File: src/rtl/battery_manager.sv
// Battery charge model and fan-power gate: drains or recharges a 0..MAX_LEVEL
// percentage on a 1 s timebase and grants the fan speed the battery can supply.
module battery_manager #(
  parameter int TICK_DIV   = 100,
  parameter int INIT_LEVEL = 99,
  parameter int MAX_LEVEL  = 99,
  parameter int DRAIN_S1   = 4,
  parameter int DRAIN_S2   = 2,
  parameter int DRAIN_S3   = 1,
  parameter int CHARGE_S   = 1,
  parameter int LOW_THRESH = 20
) (
  input  logic       clk,
  input  logic       rst_n,
  input  logic [1:0] fan_req,
  input  logic       charger_connected,
  output logic [1:0] fan_state,
  output logic [7:0] battery_level,
  output logic       battery_empty,
  output logic       low_battery
);

  localparam int PW = (TICK_DIV > 1) ? $clog2(TICK_DIV) : 1;

  typedef enum logic [1:0] {DISCHARGE, CHARGE, EMPTY} state_t;

  state_t        state, state_nxt;
  logic [PW-1:0] prescaler;
  logic          tick;
  logic [7:0]    sec_cnt, sec_nxt, sec_inc;
  logic [7:0]    level_nxt, drain_period;
  logic [1:0]    fan_nxt;
  logic          empty_nxt, low_nxt;
  logic          req_changed, drain_due;

  assign tick        = (prescaler == PW'(TICK_DIV - 1));
  assign sec_inc     = sec_cnt + 8'd1;
  assign req_changed = (fan_req != fan_state);

  always_comb begin
    case (fan_req)
      2'd1:    drain_period = 8'(DRAIN_S1);
      2'd2:    drain_period = 8'(DRAIN_S2);
      default: drain_period = 8'(DRAIN_S3);
    endcase
  end

  // A drop is due only when the request is stable, non-zero and its period completes.
  assign drain_due = tick && (fan_req != 2'd0) && !req_changed && (sec_inc == drain_period);

  always_comb begin
    // NOTE: every output of this block gets a default first so no path leaves it
    // unassigned; otherwise synthesis infers a latch.
    state_nxt = state;
    sec_nxt   = sec_cnt;
    level_nxt = battery_level;
    fan_nxt   = fan_req;
    empty_nxt = 1'b0;
    case (state)
      DISCHARGE: begin
        if (charger_connected) begin
          state_nxt = CHARGE;
          sec_nxt   = '0;
          // The only drop that survives a transition is the one that would empty the cell.
          if (drain_due && battery_level == 8'd1) level_nxt = '0;
        end else if (fan_req == 2'd0 || req_changed) begin
          sec_nxt = '0;
        end else if (drain_due) begin
          sec_nxt   = '0;
          level_nxt = battery_level - 8'd1;
          if (battery_level == 8'd1) state_nxt = EMPTY;
        end else if (tick) begin
          sec_nxt = sec_inc;
        end
      end
      CHARGE: begin
        if (!charger_connected) begin
          state_nxt = (battery_level != 8'd0) ? DISCHARGE : EMPTY;
          sec_nxt   = '0;
        end else if (req_changed) begin
          sec_nxt = '0;
        end else if (tick) begin
          if (sec_inc == 8'(CHARGE_S)) begin
            sec_nxt = '0;
            if (battery_level < 8'(MAX_LEVEL)) level_nxt = battery_level + 8'd1;
          end else begin
            sec_nxt = sec_inc;
          end
        end
      end
      EMPTY: begin
        fan_nxt   = 2'd0;
        sec_nxt   = '0;
        level_nxt = '0;
        if (charger_connected) state_nxt = CHARGE;
        else                   empty_nxt = 1'b1;
      end
      default: begin
        state_nxt = DISCHARGE;
        sec_nxt   = '0;
      end
    endcase
  end

  // The warning is suppressed while the charger is supplying the fan.
  assign low_nxt = (level_nxt <= 8'(LOW_THRESH)) && (state_nxt != CHARGE);

  always_ff @(posedge clk or negedge rst_n) begin
    if (!rst_n) begin
      prescaler     <= '0;
      sec_cnt       <= '0;
      state         <= DISCHARGE;
      fan_state     <= 2'd0;
      battery_level <= 8'(INIT_LEVEL);
      battery_empty <= 1'b0;
      low_battery   <= 1'b0;
    end else begin
      // NOTE: state registers use non-blocking assignments so every flop samples
      // pre-edge values regardless of statement order.
      prescaler     <= tick ? '0 : prescaler + PW'(1);
      sec_cnt       <= sec_nxt;
      state         <= state_nxt;
      fan_state     <= fan_nxt;
      battery_level <= level_nxt;
      battery_empty <= empty_nxt;
      low_battery   <= low_nxt;
    end
  end

endmodule

File: config.mk
export PLATFORM = sky130hd
export DESIGN_NAME = battery_manager
export DESIGN_NICKNAME = d
export VERILOG_FILES = /design/src/rtl/battery_manager.sv
export SDC_FILE = /design/constraint.sdc
export NUM_CORES = 1
export LEC_CHECK = 0
export BUFFER_PORTS_ARGS = -buffer_cell sky130_fd_sc_hd__buf_2
export CORE_MARGIN = 1
export CORE_UTILIZATION = 60
export DETAILED_ROUTE_END_ITERATION = 10
export PLACE_DENSITY = 0.86
export RECOVER_POWER = 50
export SETUP_SLACK_MARGIN = 0.1
export SLEW_MARGIN = 15
export SYNTH_ARGS = -nofsm -noshare
export SYNTH_HDL_FRONTEND = slang
export SYNTH_SLANG_ARGS = --single-unit
File: constraint.sdc
create_clock -name clk -period 4.4 [get_ports clk]
set_clock_uncertainty 0.05 [all_clocks]
set_input_delay 0.44 -clock clk [delete_from_list [all_inputs] [get_ports clk]]
set_output_delay 0.44 -clock clk [all_outputs]
set_load 0.005 [all_outputs]
==> results.sh, run 1 <==
export IMPL_status="complete, but fails checks"
export IMPL_violations="max-capacitance violations, max-slew violations"
export IMPL_cp_required_ns=4.61
export IMPL_drt_iter0_markers=115
export IMPL_final_cells=282
export IMPL_maxSlewHeadroom_pct=-1.279
export IMPL_dp_hpwl_um=3150
export IMPL_cts_clk_slew_worst_paths_ns=0.10
export IMPL_area_growth_pct=8.121
export IMPL_rsz0062_at_grt="no"
export IMPL_postCtsSetupRepairBufs=0
export IMPL_synth_edff_count=0
export IMPL_port_buffers=16
export IMPL_timing_final_max_slew_violations=30
export IMPL_grtUsageMet3_pct=6.494
export IMPL_finalPower_mw=0.5143
export IMPL_routedWlPerCell_um=14.80
export IMPL_synthTopCellsByArea="dfrtp_1, xnor2_1, ha_1"
export IMPL_worstMarginPinSlew_ns=1.519
export IMPL_met2_usage_pct=40.16
export IMPL_end_kind="flop"
export IMPL_drv_cap=1
export IMPL_drc=0
export IMPL_min_path_type="input pin to flop"
export IMPL_start_util_pct=64.52
export IMPL_viasPerCell=6.028
export IMPL_leakage_nw=0.9302
export IMPL_ant_nets=0
export IMPL_vias=1700
export IMPL_cts_sinks=29
export IMPL_fp_dieH_um=60.00
export IMPL_grt_max_degree=30
export IMPL_antenna_cells=0
export IMPL_rows=20
export IMPL_drive_gt1_share_pct=15.55
export IMPL_synth_seq_cells=29
export IMPL_dp_cells=274
export IMPL_synth_common_cells="dfrtp_1, nand2_1, nor2_1"
export IMPL_grt_pass1_wl_um=7113
export IMPL_syn_num_nets=238
export IMPL_cts_buffers=5
export IMPL_startpoint="sec_cnt[2]$_DFFE_PN0P_"
export IMPL_placed_area_mm2=0.002115
export IMPL_fin_crit_sh_pct=67.09
export IMPL_cts_tree="yes"
export IMPL_max_freq_ghz=0.3388
export IMPL_post_place_ws_ns=1.486
export IMPL_r2r_start="sec_cnt[2]$_DFFE_PN0P_"
export IMPL_layout_nets=252
export IMPL_holdCritStartpoint="fan_req[1]"
export IMPL_path_max_fanout=15
export IMPL_die_w_um=60.00
export IMPL_synth_seq_area_share_pct=36.21
export IMPL_synth_area_mm2=0.002018
export IMPL_synthMostInstantiatedCell="dfrtp_1"
export IMPL_min_delay_path_depth=3
export IMPL_top_usage_layer="met2"
export IMPL_start_kind="flop"
export IMPL_finalSetupViolations=0
export IMPL_r2r_slack_ns=1.45
export IMPL_layout_min_cycle_time_ns=2.952
export IMPL_synth_warning_count=0
export IMPL_yosysTopAreaCell="dfrtp_1"
export IMPL_routed_wl_um=4174
export IMPL_die_area_mm2=0.003599
export IMPL_first_pass_iters=5
export IMPL_synthArstFlopShare_pct=100.0
export IMPL_crit_type="flop to flop"
export IMPL_reg2reg_depth=9
export IMPL_grt_total_usage_pct=27.05
export IMPL_worst_ir_drop_vdd_v=0.0002186
export IMPL_ys_flop_type="dfrtp_1"
export IMPL_synth_top_area_share_pct=31.00
export IMPL_overflow=0
export IMPL_hold_viol_final=0
export IMPL_coreArea_mm2=0.003128
export IMPL_place_gp_congestion=0.9205
export IMPL_fin_area_mm2=0.002182
export IMPL_power_density_mw_per_mm2=235.7
export IMPL_avgSynthCellArea_um2=9.050
export IMPL_clock_latency_ns=0.33
export IMPL_ctsHoldBuffers=0
export IMPL_cts_root_buf="clkbuf_4"
export IMPL_cts_max_level=2
export IMPL_synth_distinct_cells=52
export IMPL_fin_tns_setup_ns=0
export IMPL_clockBufferDepth=2
export IMPL_grt_pass1_vias=1551
export IMPL_cts_resized=0
export IMPL_synthCells=223
export IMPL_fin_ws_ns=1.448
export IMPL_antenna_found_initial=0
export IMPL_ioPinCount=17
export IMPL_groute_layer_met1_usage_pct=37.72
export IMPL_critPathArrivalTime_ns=3.16
[cells by family after synthesis]
family,count (synthesis),synth area share (%)
adder cells (fa/ha/maj),10,6.200
XOR/XNOR,20,8.679
buffers and inverters,24,4.897
multiplexers,3,1.550
AND/OR/NAND/NOR,89,24.43
flip-flops,29,36.21
AO/OA/AOI/OAI,48,18.04
[registers in the layout (all words and copies together) (netlist names)]
register	flops
battery_level	8
state	2
sec_cnt	8
prescaler	7
low_battery	1
fan_state	2
battery_empty	1
[power breakdown]
group / leakage [nW] / switching [mW] / total (mW) / internal (mW)
clock: 0.0413 / 0.0944 / 0.187 / 0.0925
combinational: 0.526 / 0.0327 / 0.0507 / 0.0180
sequential: 0.363 / 0.00698 / 0.277 / 0.270
[stage by stage]
stage          utilization (%)  hold slack, ns
3_3_place_gp             67.60          0.4017
4_1_cts                  69.84         0.08750
2_1_floorplan                -         0.09441
3_5_place_dp             67.60          0.4135
6_report                 69.76          0.3681
5_1_grt                  69.76          0.3605
[metal layers]
metal | up-vias | wire length (um)
met2 | 58 | 1807
met4 | 0 | 96
met3 | 10 | 213
met5 | - | 0
met1 | 803 | 2056
li1 | 829 | -
[cell usage in the layout, fill, tap and decap left out, types with 9 or more instances in the layout]
| master | Yosys | routed |
|---|---|---|
| inv_1 | 13 | 13 |
| nand2_1 | 18 | 18 |
| ha_1 | 10 | 10 |
| nor2_1 | 18 | 18 |
| nand3_1 | 11 | 11 |
| a21oi_1 | 9 | 9 |
| xnor2_1 | 16 | 16 |
| buf_2 | 1 | 14 |
| dfrtp_1 | 25 | 25 |
| o21ai_0 | 10 | 10 |
[worst max-delay path, cell delays in order, from the launching register on]
cell and delay [ns]:
dfrtp_1 0.45, nand3_2 0.15, or4_4 0.54, a211oi_2 0.19, buf_4 0.24, nand4_1 0.12
mux2i_1 0.14, or3_1 0.42, a2111o_1 0.43, a31oi_1 0.15
[path summary, 6_finish.rpt]
check / endpoint
max: low_battery$_DFF_PN0_
min: fan_state[1]$_DFF_PN0_
max reg2reg: low_battery$_DFF_PN0_
min reg2reg: prescaler[0]$_DFF_PN0_
max in group asynchronous: fan_state[0]$_DFF_PN0_
min in group asynchronous: prescaler[6]$_DFF_PN0_
[layout make-up]
class                   instances  area [um2]
well taps                      44       55.05
clock buffers                   7       65.06
fillers                       255       945.9
flip-flops and latches         29       730.7
repair buffers                 17       85.08
multi-input cells             170        1189
clock inverters                 1       5.005
inverters                      14       52.55
No activity file was read; power rests on OpenSTA's default activity.
==> run 2, diff against run 1 <==
--- a/config.mk
+++ b/config.mk
@@ -5,11 +5,12 @@
 export SDC_FILE = /design/constraint.sdc
 export NUM_CORES = 1
 export LEC_CHECK = 0
+export ABC_AREA = 1
 export BUFFER_PORTS_ARGS = -buffer_cell sky130_fd_sc_hd__buf_2
 export CORE_MARGIN = 1
-export CORE_UTILIZATION = 60
+export CORE_UTILIZATION = 54
 export DETAILED_ROUTE_END_ITERATION = 10
-export PLACE_DENSITY = 0.86
+export PLACE_DENSITY = 0.82
 export RECOVER_POWER = 50
 export SETUP_SLACK_MARGIN = 0.1
 export SLEW_MARGIN = 15
==> constraint.sdc (replaced) <==
create_clock -name clk -period 2.42 [get_ports clk]
set_clock_uncertainty 0.05 [all_clocks]
set_input_delay 0.242 -clock clk [delete_from_list [all_inputs] [get_ports clk]]
set_output_delay 0.242 -clock clk [all_outputs]
set_load 0.005 [all_outputs]
==> results.sh, run 2 <==
export IMPL_status="complete, but fails checks"
export IMPL_violations="max-capacitance violations, max-slew violations"
export IMPL_post_place_ws_ns=-0.01927
export IMPL_final_cell_mix="nand2_1, inv_1, nor2_1, nand3_1, dfrtp_1"
export IMPL_fin_ws_ns=0.1005
export IMPL_cts_max_level=2
export IMPL_synth_distinct_cells=29
export IMPL_layout_min_cycle_time_ns=2.319
export IMPL_path_max_fanout=5
export IMPL_r2r_start="sec_cnt[0]$_DFFE_PN0P_"
export IMPL_area_growth_pct=20.80
export IMPL_port_buffers=16
export IMPL_clockBufferDepth=2
export IMPL_synth_seq_cells=29
export IMPL_top_usage_layer="met2"
export IMPL_grt_pass1_vias=2231
export IMPL_drv_cap=1
export IMPL_antenna_cells=0
export IMPL_worstMarginPinSlew_ns=1.615
export IMPL_synthMostInstantiatedCell="nand2_1"
export IMPL_worst_ir_drop_vdd_v=0.0003815
export IMPL_nFillCells=336
export IMPL_fin_crit_sh_pct=95.85
export IMPL_critPathArrivalTime_ns=2.48
export IMPL_rsz0062_at_grt="yes"
export IMPL_synth_common_cells="nand2_1, inv_1, nor2_1"
export IMPL_largest_registers="battery_level (8), sec_cnt (8), prescaler (7)"
export IMPL_synth_top_area_share_pct=27.65
export IMPL_routedWlPerCell_um=13.68
export IMPL_synth_top_family_by_area="simple AND/OR/NAND/NOR gates"
export IMPL_fin_area_mm2=0.002733
export IMPL_groute_layer_met1_usage_pct=34.11
export IMPL_synth_warning_count=0
export IMPL_drive_gt1_share_pct=23.06
export IMPL_grt_pass1_wl_um=9563
export IMPL_crit_type="flop to flop"
export IMPL_startpoint="sec_cnt[0]$_DFFE_PN0P_"
export IMPL_placed_area_mm2=0.002427
export IMPL_met2_usage_pct=48.86
export IMPL_synth_edff_count=0
export IMPL_grt_total_usage_pct=28.90
export IMPL_ant_nets=0
export IMPL_holdCritStartpoint="charger_connected"
export IMPL_avgSynthCellArea_um2=6.557
export IMPL_die_area_mm2=0.004452
export IMPL_r2r_slack_ns=0.10
export IMPL_min_path_type="input pin to flop"
export IMPL_die_w_um=66.73
export IMPL_first_pass_iters=5
export IMPL_grt_max_degree=30
export IMPL_cts_root_buf="clkbuf_8"
export IMPL_antenna_found_initial=0
export IMPL_timing_final_max_slew_violations=30
export IMPL_syn_num_nets=360
export IMPL_cts_tree="yes"
export IMPL_synthCells=345
export IMPL_power_density_mw_per_mm2=515.7
export IMPL_drc=0
export IMPL_cp_required_ns=2.59
export IMPL_synth_seq_area_share_pct=32.30
export IMPL_overflow=0
export IMPL_end_kind="flop"
export IMPL_synthSimpleGateAreaFrac_pct=42.87
export IMPL_cts_buffers=5
export IMPL_finalSetupViolations=0
export IMPL_layout_nets=400
export IMPL_hold_ws_ns=0.2056
export IMPL_layout_commonest_cell="nand2_1"
export IMPL_dp_hpwl_um=4113
export IMPL_cts_clk_slew_worst_paths_ns=0.06
export IMPL_max_freq_ghz=0.4311
export IMPL_grtUsageMet3_pct=5.651
export IMPL_clock_latency_ns=0.28
export IMPL_synth_xor_xnor_area_share_pct=0.7743
export IMPL_coreArea_mm2=0.004000
export IMPL_start_util_pct=56.55
export IMPL_synthTopCellsByArea="dfrtp_1, nand2_1, inv_1"
export IMPL_synth_fa_ha_area_share_pct=5.531
export IMPL_viasPerCell=5.495
export IMPL_drt_iter0_markers=191
export IMPL_synthMuxAreaShare_pct=0
export IMPL_fp_dieH_um=66.73
export IMPL_place_gp_congestion=0.9661
export IMPL_routed_wl_um=5963
export IMPL_leakage_nw=1.390
export IMPL_start_kind="flop"
export IMPL_rows=23
export IMPL_ioPinCount=17
export IMPL_synth_compound_area_share_pct=6.748
export IMPL_cts_sinks=29
export IMPL_synth_area_mm2=0.002262
export IMPL_utilization_pct=68.31
export IMPL_maxSlewHeadroom_pct=-7.694
export IMPL_yosysTopAreaCell="dfrtp_1"
export IMPL_hold_viol_final=0
export IMPL_ys_flop_type="dfrtp_1"
export IMPL_vias=2396
export IMPL_synthArstFlopShare_pct=100.0
[run 2: critical path: stages (launching register included)]
cell and delay (ns):
dfrtp_2 0.45, inv_4 0.07, ha_4 0.27, inv_2 0.03
nand2_1 0.04, nand2_1 0.06, nor2_2 0.11, nand3_2 0.10
nor2_4 0.22, nand2_4 0.09, nor2_4 0.13, nand2_2 0.08
nand2_1 0.06, nand2_1 0.05, nand2_2 0.06, nand2_2 0.05
nor2_2 0.12, nand2_1 0.09, a21oi_2 0.10
[run 2: final cells by class]
cell class	instances	area [um2]	area share, %
Multi-Input combinational cell	248	1350	49.40
Sequential cell	29	733.2	26.83
Timing Repair Buffer	38	246.5	9.020
Inverter	63	239.0	8.745
Clock buffer	7	96.34	3.526
Tap cell	50	62.56	2.289
Clock inverter	1	5.005	0.1832
[run 2: cell families (layout without fill, tap and decap cells)]
logic type / count (synthesis) / count (layout)
flip-flops: 29 / 29
AND/OR/NAND/NOR: 209 / 209
buffers and inverters: 68 / 109
adder cells (fa/ha/maj): 10 / 10
AO/OA/AOI/OAI: 27 / 27
XOR/XNOR: 2 / 2
[run 2: what timing repair did]
action                     CTS  global route
hold endpoints to repair    25             0
pin swaps                    3            14
gates resized for setup      2            23
hold buffers                 1             0
setup endpoints to repair    1            16
buffers inserted             7             7
[run 2: where the power goes]
group / switching [mW] / leakage [nW] / total [mW] / internal (mW)
logic: 0.254 / 0.976 / 0.381 / 0.127
registers: 0.0509 / 0.359 / 0.582 / 0.531
clock network: 0.190 / 0.0542 / 0.447 / 0.257
[run 2: worst paths after layout]
path                                      endpoint  cells past startpoint
max                          low_battery$_DFF_PN0_                     18
min                        battery_empty$_DFF_PN0_                      2
max reg2reg                  low_battery$_DFF_PN0_                     18
min reg2reg                 prescaler[0]$_DFF_PN0_                      1
max in group asynchronous   sec_cnt[1]$_DFFE_PN0P_                      2
min in group asynchronous   sec_cnt[7]$_DFFE_PN0P_                      2
[run 2: routing by layer]
| layer | part of all wire (%) | vias up |
|---|---|---|
| li1 | - | 1174 |
| met1 | 43 | 1103 |
| met2 | 48 | 97 |
| met3 | 6.1 | 22 |
| met4 | 3.2 | 0 |
| met5 | 0 | - |
[run 2: stage by stage]
step | instances | TNS, ns | power, mW
2_1_floorplan | 345 | 0 | 0.8188
3_3_place_gp | 413 | 0 | 0.9421
3_5_place_dp | 413 | -0.01927 | 0.9464
4_1_cts | 429 | 0 | 1.398
5_1_grt | 436 | -0.08421 | 1.496
6_report | 436 | 0 | 1.409
==> run 3, diff against run 2 <==
--- a/config.mk
+++ b/config.mk
@@ -7,12 +7,12 @@
 export LEC_CHECK = 0
 export ABC_AREA = 1
 export BUFFER_PORTS_ARGS = -buffer_cell sky130_fd_sc_hd__buf_2
+export CORE_ASPECT_RATIO = 2
 export CORE_MARGIN = 1
 export CORE_UTILIZATION = 54
 export DETAILED_ROUTE_END_ITERATION = 10
 export PLACE_DENSITY = 0.82
 export RECOVER_POWER = 50
-export SETUP_SLACK_MARGIN = 0.1
 export SLEW_MARGIN = 15
 export SYNTH_ARGS = -nofsm -noshare
 export SYNTH_HDL_FRONTEND = slang
==> results.sh, run 3 (synthesis gave the netlist of run 2 again) <==
export IMPL_clockBufferDepth=2
export IMPL_reg2reg_depth=15
export IMPL_die_area_mm2=0.004467
export IMPL_rsz0062_at_grt="yes"
export IMPL_cts_sinks=29
export IMPL_antenna_cells=0
export IMPL_fin_crit_sh_pct=96.07
export IMPL_fp_dieH_um=93.53
export IMPL_min_delay_path_depth=2
export IMPL_coreArea_mm2=0.004046
export IMPL_finalSetupViolations=0
export IMPL_routed_wl_um=6103
export IMPL_dp_hpwl_um=4627
export IMPL_path_max_fanout=5
export IMPL_layout_nets=394
export IMPL_cts_clk_slew_worst_paths_ns=0.07
export IMPL_clock_latency_ns=0.28
export IMPL_worstMarginPinSlew_ns=1.633
export IMPL_viasPerCell=5.389
export IMPL_port_buffers=16
export IMPL_grt_total_usage_pct=29.90
export IMPL_final_cell_mix="nand2_1, inv_1, nor2_1, nand3_1, dfrtp_1"
export IMPL_violations="max-capacitance violations, max-slew violations"
export IMPL_grt_pass1_wl_um=9515
export IMPL_drt_iter0_markers=104
export IMPL_end_kind="flop"
export IMPL_overflow=0
export IMPL_die_w_um=47.77
export IMPL_first_pass_iters=4
export IMPL_start_util_pct=55.91
export IMPL_antenna_found_initial=0
export IMPL_cp_required_ns=2.55
export IMPL_nFillCells=407
export IMPL_layout_min_cycle_time_ns=2.325
export IMPL_status="complete, but fails checks"
export IMPL_fin_tns_setup_ns=0
export IMPL_cts_max_level=2
export IMPL_start_kind="flop"
export IMPL_max_freq_ghz=0.4301
export IMPL_cts_root_buf="clkbuf_8"
export IMPL_routedWlPerCell_um=14.13
export IMPL_min_path_type="input pin to flop"
export IMPL_layout_commonest_cell="nand2_1"
export IMPL_leakage_nw=1.355
export IMPL_cts_buffers=5
export IMPL_hold_viol_final=0
export IMPL_place_gp_congestion=0.9898
export IMPL_rows=33
export IMPL_ioPinCount=17
export IMPL_largest_registers="battery_level (8), sec_cnt (8), prescaler (7)"
export IMPL_cts_tree="yes"
export IMPL_timing_final_max_slew_violations=30
export IMPL_area_growth_pct=17.75
export IMPL_worst_ir_drop_vdd_v=0.0005219
export IMPL_ant_nets=0
export IMPL_drc=0
export IMPL_critPathArrivalTime_ns=2.45
export IMPL_power_density_mw_per_mm2=508.1
export IMPL_grt_pass1_vias=2221
export IMPL_placed_area_mm2=0.002460
export IMPL_maxSlewHeadroom_pct=-8.893
export IMPL_fin_area_mm2=0.002664
export IMPL_vias=2328
export IMPL_grt_max_degree=30
export IMPL_crit_type="flop to flop"
export IMPL_drv_cap=1
export IMPL_drive_gt1_share_pct=20.79
[run 3: cell types whose count changed in the layout (fill, tap and decap cells not counted), sizes merged]
cell | before | now
clkinv | 1 | 2
clkbuf | 11 | 10
buf | 33 | 27
[run 3: worst paths after layout]
check / startpoint / to / slack (ns)
min in group asynchronous: rst_n / battery_level[2]$_DFF_PN0_ / 0.86
setup reg to reg: sec_cnt[1]$_DFFE_PN0P_ / low_battery$_DFF_PN0_ / 0.1
hold / removal: charger_connected / battery_empty$_DFF_PN0_ / 0.20
max in group asynchronous: rst_n / sec_cnt[1]$_DFFE_PN0P_ / 0.39
hold reg to reg: prescaler[0]$_DFF_PN0_ / prescaler[0]$_DFF_PN0_ / 0.42
setup / recovery: sec_cnt[1]$_DFFE_PN0P_ / low_battery$_DFF_PN0_ / 0.1
[run 3: timing repair]
action,in CTS,in global routing
gates resized for setup,0,22
setup buffers,0,4
hold buffers,1,0
endpoints found under the hold margin,25,0
setup endpoints to repair,0,12
[run 3: routing by layer]
layer | routed length [um] | track usage [%] | vias to the layer above
li1 | - | - | 1157
met1 | 2015 | 27.94 | 1066
met4 | 442 | 21.99 | 0
met5 | 0 | 0 | -
met2 | 3434 | 52.93 | 73
met3 | 211 | 3.861 | 32
[run 3: area by class of cell]
class                   count  area (um2)  area share, %
inverters                  63       236.5          8.877
flip-flops and latches     29       734.5          27.57
clock buffers               6       72.57          2.724
well taps                  52       65.06          2.442
clock inverters             2       10.01         0.3758
repair buffers             32       202.7          7.609
multi-input cells         248        1343          50.40
[run 3: through the flow]
| step | power (mW) | worst slack, ns | util (%) | hold slack [ns] | instances |
|---|---|---|---|---|---|
| after floorplan | 0.8188 | 0.2780 | - | -0.1036 | 345 |
| after global placement | 0.9483 | 0.06053 | 60.79 | 0.2669 | 419 |
| after detailed placement | 0.9544 | 0.02252 | 60.79 | 0.2723 | 419 |
| after CTS | 1.347 | 0.007875 | 63.08 | 0.1877 | 428 |
| after global routing | 1.428 | -0.07917 | 65.83 | 0.2077 | 432 |
| final | 1.353 | 0.09508 | 65.83 | 0.1966 | 432 |
[run 3: critical path: stages (launching register included)]
cell and delay (ns):
dfrtp_2 0.42, inv_2 0.07, ha_4 0.26, inv_1 0.05, nand2_1 0.05, nand2_1 0.07
nor2_2 0.14, nand3_2 0.11, nor2_4 0.17, nand2_4 0.09, nor3_1 0.26, a21oi_1 0.10
o21ai_0 0.10, nand2_1 0.09, nor2_2 0.12, a21oi_2 0.06
[run 3: report_power, final]
group,internal [mW],switching (mW),leakage [nW],total (mW)
clock network,0.199,0.189,0.0450,0.388
registers,0.531,0.0487,0.357,0.579
logic,0.129,0.257,0.952,0.386
